File: src/rtl/ir_pipeline_regs.sv
// ============================================================================
// Module   : ir_pipeline_regs
// Purpose  : Fetch PC, PC1-PC3 / IR1-IR4 pipeline registers with stall bubbles,
//            branch flush of stages 1-2, sticky STOP halt and a cycle counter.
//            Optional STALL_STATS_EN adds a saturating StallCount output.
// Revision : 1.0 - initial release
// ============================================================================
`default_nettype none

module ir_pipeline_regs #(
    parameter int             W         = 8,
    parameter logic [W-1:0]   NOP_INSTR = W'(8'h0A),
    parameter logic [3:0]     STOP_OP   = 4'b0001,
    parameter int             CNT_W     = 16
) (
    input  logic              clock,
    input  logic              reset,
    input  logic              PCWrite,
    input  logic              PC1_Load,
    input  logic              PC2_Load,
    input  logic              PC3_Load,
    input  logic              IR_1_Load,
    input  logic              IR_2_Load,
    input  logic              IR_3_Load,
    input  logic              IR_4_Load,
    input  logic              CounterOn,
    input  logic              Flush,
    input  logic [W-1:0]      BranchTarget,
    input  logic [W-1:0]      MemInstr,
    output logic [W-1:0]      PC,
    output logic [W-1:0]      PC1,
    output logic [W-1:0]      PC2,
    output logic [W-1:0]      PC3,
    output logic [W-1:0]      IR1,
    output logic [W-1:0]      IR2,
    output logic [W-1:0]      IR3,
    output logic [W-1:0]      IR4,
    output logic              Valid1,
    output logic              Valid2,
    output logic              Valid3,
    output logic              Valid4,
    output logic              Halted,
    output logic [CNT_W-1:0]  Counter
`ifdef STALL_STATS_EN
    ,
    output logic [CNT_W-1:0]  StallCount
`endif
);

    localparam logic [CNT_W-1:0] C_CNT_MAX = '1;

    logic [W-1:0]      r_pc;
    logic [W-1:0]      r_pc1;
    logic [W-1:0]      r_pc2;
    logic [W-1:0]      r_pc3;
    logic [W-1:0]      r_ir [0:3];
    logic [3:0]        r_vld;
    logic              r_halted;
    logic [CNT_W-1:0]  r_cnt;

    logic [3:0]        w_ir_ld;
    logic              w_stop_load;

    assign w_ir_ld     = {IR_4_Load, IR_3_Load, IR_2_Load, IR_1_Load};
    // IR4 receives a real STOP only when IR3 is shifted in (not a bubble) and is valid
    assign w_stop_load = IR_4_Load && IR_3_Load && r_vld[2] && (r_ir[2][3:0] == STOP_OP);

    always_ff @(posedge clock) begin
        if (reset) begin
            r_pc  <= '0;
            r_pc1 <= '0;
            r_pc2 <= '0;
            r_pc3 <= '0;
        end else begin
            if (Flush) begin
                r_pc <= BranchTarget;
            end else if (PCWrite) begin
                r_pc <= r_pc + W'(1);
            end
            if (PC1_Load) r_pc1 <= r_pc;
            if (PC2_Load) r_pc2 <= r_pc1;
            if (PC3_Load) r_pc3 <= r_pc2;
        end
    end

    always_ff @(posedge clock) begin
        if (reset) begin
            for (int k = 0; k < 4; k++) begin
                r_ir[k] <= NOP_INSTR;
            end
            r_vld <= '0;
        end else begin
            if (Flush) begin
                r_ir[0]  <= NOP_INSTR;
                r_vld[0] <= 1'b0;
            end else if (w_ir_ld[0]) begin
                r_ir[0]  <= MemInstr;
                r_vld[0] <= 1'b1;
            end
            // A loading stage whose upstream is holding takes a bubble, never a copy
            for (int k = 1; k < 4; k++) begin
                if (Flush && k == 1) begin
                    r_ir[k]  <= NOP_INSTR;
                    r_vld[k] <= 1'b0;
                end else if (w_ir_ld[k]) begin
                    if (w_ir_ld[k-1]) begin
                        r_ir[k]  <= r_ir[k-1];
                        r_vld[k] <= r_vld[k-1];
                    end else begin
                        r_ir[k]  <= NOP_INSTR;
                        r_vld[k] <= 1'b0;
                    end
                end
            end
        end
    end

    always_ff @(posedge clock) begin
        if (reset) begin
            r_halted <= 1'b0;
            r_cnt    <= '0;
        end else begin
            if (w_stop_load) begin
                r_halted <= 1'b1;
            end
            if (CounterOn && !r_halted && (r_cnt != C_CNT_MAX)) begin
                r_cnt <= r_cnt + CNT_W'(1);
            end
        end
    end

`ifdef STALL_STATS_EN
    logic [CNT_W-1:0] r_stall_cnt;

    always_ff @(posedge clock) begin
        if (reset) begin
            r_stall_cnt <= '0;
        end else if (!PCWrite && !Flush && !r_halted && (r_stall_cnt != C_CNT_MAX)) begin
            r_stall_cnt <= r_stall_cnt + CNT_W'(1);
        end
    end

    assign StallCount = r_stall_cnt;
`endif

    assign PC      = r_pc;
    assign PC1     = r_pc1;
    assign PC2     = r_pc2;
    assign PC3     = r_pc3;
    assign IR1     = r_ir[0];
    assign IR2     = r_ir[1];
    assign IR3     = r_ir[2];
    assign IR4     = r_ir[3];
    assign Valid1  = r_vld[0];
    assign Valid2  = r_vld[1];
    assign Valid3  = r_vld[2];
    assign Valid4  = r_vld[3];
    assign Halted  = r_halted;
    assign Counter = r_cnt;

endmodule

`default_nettype wire

File: config.mk
export PLATFORM = sky130hd
export DESIGN_NAME = ir_pipeline_regs
export DESIGN_NICKNAME = d
export VERILOG_FILES = /design/src/rtl/ir_pipeline_regs.sv
export SDC_FILE = /design/constraint.sdc
export NUM_CORES = 1
export LEC_CHECK = 0
export ABC_CLOCK_PERIOD_IN_PS = 1790
export CORE_MARGIN = 2
export CORE_UTILIZATION = 40
export DETAILED_ROUTE_END_ITERATION = 8
export PLACE_DENSITY = 0.68
export SETUP_SLACK_MARGIN = 0.4
export SLEW_MARGIN = 20
export SYNTH_ARGS = -nofsm -noshare
export SYNTH_HDL_FRONTEND = slang
export SYNTH_SLANG_ARGS = --single-unit
File: constraint.sdc
create_clock -name clock -period 1.79 [get_ports clock]
set_input_delay 0.4475 -clock clock [delete_from_list [all_inputs] [get_ports clock]]
set_output_delay 0.4475 -clock clock [all_outputs]
set_load 0.02 [all_outputs]
Word-level counts from Yosys, hierarchy flattened. Memories as Yosys holds them, arrays and structs flattened. Cells that the tools add are included.

Flip-flop bits (word level): 53. Memory bits (writable): 32. Output and inout bits: 85. Memories: 1.

Add/subtract/negate cells: 2. Eq/ne operators: 2. Mux-type cells: 48. Bitwise logic cells: 9. Reduce and logical (&&, ||, !) cells: 8.

Memories: r_ir (depth 4, width 8, rd ports 4, clocked after Yosys merged registers in 0, write ports 4, RTL line 56) `logic [W-1:0] r_ir [0:3];`.

Operators by type and width (number): 8-bit two-way mux (11); 1-bit two-way mux (37); 16-bit by 1-bit adder with 16-bit output (second input constant) (1); 16-bit inequality test (second input constant) (1); 1-bit bitwise OR (9); 8-bit by 1-bit adder with 8-bit output (second input constant) (1); 1-bit logical AND (5); 4-bit by 1-bit equality test with 1-bit output (second input constant) (1); 2-bit nonzero test (1); 2-bit OR reduction (1); 1-bit zero test (1).

Logic depth before layout (Yosys ltp).
Depth in word-level cells: 7. Gate-level depth with buffers: 6.

Least setup slack after synthesis. Ideal clock, no wire load.

Path kind: register to register. Start point: register r_cnt[0], in the netlist Counter[0]. End point: register r_cnt[7], in the netlist Counter[7]. Library setup time: 132 ps. Data arrival time: 1693 ps. Data required time: 1658 ps. Path slack: -35 ps. Cell stages (with the launch flop): 7. Path buffers: 1. Period minus slack after synthesis: 1825 ps. Cells stage by stage: dfxtp_1 -> ha_1 -> nand4_2 -> o311ai_4 -> buf_6 -> or3_1 -> a21oi_1.

Longest elaborated chain between the ends: 2. Elaborated cells on any way between the ends: 3. Classes of those cells: add/sub: 1; eq/ne: 1; reduce/logical: 1.

Ends and longest elaborated chain: from (decl) (RTL line 59) `logic [CNT_W-1:0] r_cnt;`; from (signal assigned) (RTL line 127) `r_cnt <= r_cnt + CNT_W'(1);`; parallel branches: the longest is 2 deep, another holds 16-bit by 1-bit adder with 16-bit output.

Several ways; the timed one is not identified. A chain may end at the register's enable or synchronous reset.

Worst setup path after layout.
Start point: register r_cnt[0], in the netlist Counter[0]. End point: register r_cnt[10], in the netlist Counter[10].

The elaborated chain is that of the path after synthesis.

==> impl_metrics.py <==
metrics = {
    "worst_setup_path": {
        "critical_path_cell_sequence": "ha_4 -> nand4_4 -> o311ai_4 -> buf_4 -> or4_4 -> a21oi_2",
        "critical-path-top-delay-family": "simple AND/OR/NAND/NOR gates",
        "crit_path_max_fanout": 8,
        "critPathLaunchType": "flip-flop",
        "timing_worst_setup_path_type": "reg -> reg",
        "crit_slowest_cell": "or4_4",
        "critPathMaxStageDelay_ns": 0.41,
        "cp.arrival_ns": 1.89,
        "end_kind": "flip-flop",
        "critical_path_required_ns": 2.07,
        "source_of_the_worst_register_to_register_timing_path": "Counter[0]",
        "critical_path_buf_inv_count": 1,
        "crit_path_start": "Counter[0]",
    },
    "floorplanning": {
        "chipHeight_um": 97.1,
        "fp.coreArea_mm2": 0.00830,
        "design.die.area_mm2": 0.00943,
        "initial_utilization_pct": 41.8,
        "die_width_um": 97.1,
        "ios": 113,
        "row_count": 33,
    },
    "place": {
        "io_buffer_count": 112,
        "routabilityCongestion": 0.769,
        "dp.final_hpwl_um": 6060,
        "placed_area_mm2": 0.00490,
        "number_of_cells_after_detailed_placement": 543,
        "placement.setup.worst_slack_ns": -0.279,
    },
    "timing": {
        "layout_min_cycle_time_ns": 1.61,
        "fin_crit_sh_pct": 90.1,
        "final_critical_path_setup_slack_ns": 0.177,
        "final_hold_viol_count": 0,
        "max_slew_headroom_pct": 73.3,
        "worst-slew-pin-transition_ns": 0.399,
        "rsz0062_at_grt": "true",
        "totalNegativeSetupSlack_ns": 0,
        "setup-violations-final": 0,
        "final.hold.worst_slack_ns": 0.491,
        "clock_skew_ns": 0.00451,
        "slew_violations": 0,
        "maxClockFrequency_ghz": 0.620,
    },
    "finish": {
        "drive_gt1_share_pct": 38.8,
        "finish.net_count": 491,
        "final_design_area_no_fill_mm2": 0.00497,
        "multi_input_comb_area_mm2": 0.00145,
        "antenna_cells": 0,
        "finalNonFillerCells": 571,
        "syn_to_final_growth_pct": 43.3,
        "filler_cell_count": 723,
        "layout.area.seq_mm2": 0.00207,
    },
    "logic_synthesis": {
        "synthTopCellsByArea": "dfxtp_1, edfxtp_1, mux2i_1, nor2_1, and2_1",
        "synth_cell_type_count": 42,
        "yosys_register_bits": 85,
        "sequential_element_share_of_the_synthesized_area_pct": 58.3,
        "synth_top_flop_cell": "dfxtp_1",
        "post_synth_most_frequent_cells": "dfxtp_1, nor2_1, edfxtp_1, mux2i_1, nand2_1",
        "post-synth-top-area-cell": "dfxtp_1",
        "yosysTopAreaCellShare_pct": 30.6,
        "synth_nets": 350,
        "syn_area_mm2": 0.00347,
        "warnings_synthesis": 0,
        "syn_avg_cell_area_um2": 10.8,
        "synth_async_sr_flop_share_pct": 0,
        "post-synth-top-count-cell": "dfxtp_1",
        "synthesis.instances": 320,
        "synth_edf_count": 32,
    },
    "grt": {
        "number_of_global_route_vias_before_repair": 2748,
        "grt_max_degree": 22,
        "first_pass_grt_wire_length_um": 13300,
        "track_usage_pct": 17.6,
        "grt_antenna_before_repair": 0,
        "total_grt_overflow": 0,
    },
    "clock_tree": {
        "cts.path.max_buffers": 2,
        "cts_buffer_count": 9,
        "cts-htree-levels": 3,
        "tritoncts_num_sinks": 85,
        "cts_tree": "built",
        "clk_latency_ns": 0.34,
        "clkSlewWorstSetupHoldPaths_ns": 0.08,
        "root_buffer": "clkbuf_8",
    },
    "job": {
        "max-cap-violations": 0,
    },
    "min_path": {
        "holdCritStartpoint": "r_vld[3]",
        "timing.hold.worst.class": "reg -> reg",
    },
    "outcome": {
        "result_of_the_run": "complete, no violations",
    },
    "power_and_ir_drop": {
        "power_per_cell_area_mw_per_mm2": 787,
        "ir_drop_uv": 351,
        "static_leakage_power_nw": 2.17,
    },
    "detailed_routing": {
        "vias": 2819,
        "number_of_violations_reported_at_the_end_of_detailed_routing_iteration_0": 52,
        "route.detailed.wl_per_inst_um": 14.4,
        "drt_pass1_iterations": 4,
        "antenna_violating_nets_post_route": 0,
        "drt_wirelength_um": 8250,
        "routed_via_density": 4.94,
        "drc": 0,
    },
}
==> final cells by class <==
class	count	share of cell area, %
clock inverter	2	0.227
clock buffer	14	3.93
multi-input combinational	214	29.2
inverter	5	0.454
tap	105	2.65
sequential	85	41.7
timing repair buffer	146	21.8
==> per-stage QoR <==
step                      power, mW  utilization, %
final                          3.91            59.8
after global routing           4.07            59.8
after CTS                      3.93            57.9
after detailed placement       2.61            59.0
after global placement         2.61            59.0
after floorplan                2.37               -
==> cell families after synthesis <==
family / synth area share, %
flops: 58.3
buf+inv: 2.49
fa+ha+maj: 0.722
xor+xnor: 1.52
simple gates: 21.2
compound gates: 7.62
mux: 8.16
==> power breakdown <==
group | switching [mW] | internal, mW
clock network | 0.651 | 0.713
registers | 0.0481 | 2.06
logic | 0.233 | 0.206
total | 0.932 | 2.97
==> metal layers <==
layer / wire (um) / track usage (%)
met1: 3450 / 20.8
met2: 4190 / 30.9
met3: 488 / 4.53
met4: 115 / 6.07
met5: 0 / 0
==> flip-flops by register name, indices dropped and copies added, names as in the netlist <==
| name | count |
|---|---|
| r_ir | 32 |
| PC2 | 8 |
| Halted | 1 |
| Counter | 16 |
| PC3 | 8 |
| PC | 8 |
| r_vld | 4 |
| PC1 | 8 |
==> final timing paths <==
path                                     to  slack [ns]  cells past startpoint
worst max register to register  Counter[10]        0.18                      6
worst min-delay path               r_vld[3]        0.49                      2
worst max-delay path            Counter[10]        0.18                      6
worst min register to register     r_vld[3]        0.49                      2
==> worst reg2reg max path, cell delays in order (launching register included) <==
cell	delay (ns)
dfxtp_4	0.38
ha_4	0.18
nand4_4	0.12
o311ai_4	0.15
buf_4	0.18
or4_4	0.41
a21oi_2	0.14
==> layout by cell type (no fill, tap or decap), types with 3 or more instances in the layout <==
master / synthesis / layout
nor3_1: 5 / 4
a21oi_1: 17 / 14
nand4_1: 6 / 6
clkdlybuf4s50_1: 0 / 23
o21ai_0: 5 / 4
dfxtp_2: 0 / 13
buf_2: 0 / 60
mux2i_1: 26 / 26
a311oi_1: 4 / 4
dfxtp_4: 0 / 9
clkbuf_8: 0 / 10
and2_1: 14 / 14
buf_6: 1 / 17
and3_1: 14 / 14
inv_1: 5 / 4
nor2b_1: 4 / 4
or3_1: 11 / 9
nand3_1: 7 / 6
dfxtp_1: 53 / 31
a21oi_2: 0 / 3
edfxtp_1: 32 / 32
nand2_1: 21 / 21
nand2b_1: 4 / 4
dlygate4sd2_1: 0 / 3
buf_4: 0 / 42
nor2_1: 38 / 35
xnor2_1: 4 / 4
==> repair_timing <==
item / CTS / global route
cloned: 0 / 0
pin swaps: 12 / 12
resized for setup: 356 / 53
hold buffers: 0 / 0
buffers inserted: 8 / 4
endpoints found under the setup margin: 121 / 61
Note: power is estimated with default switching activity, not from simulation.
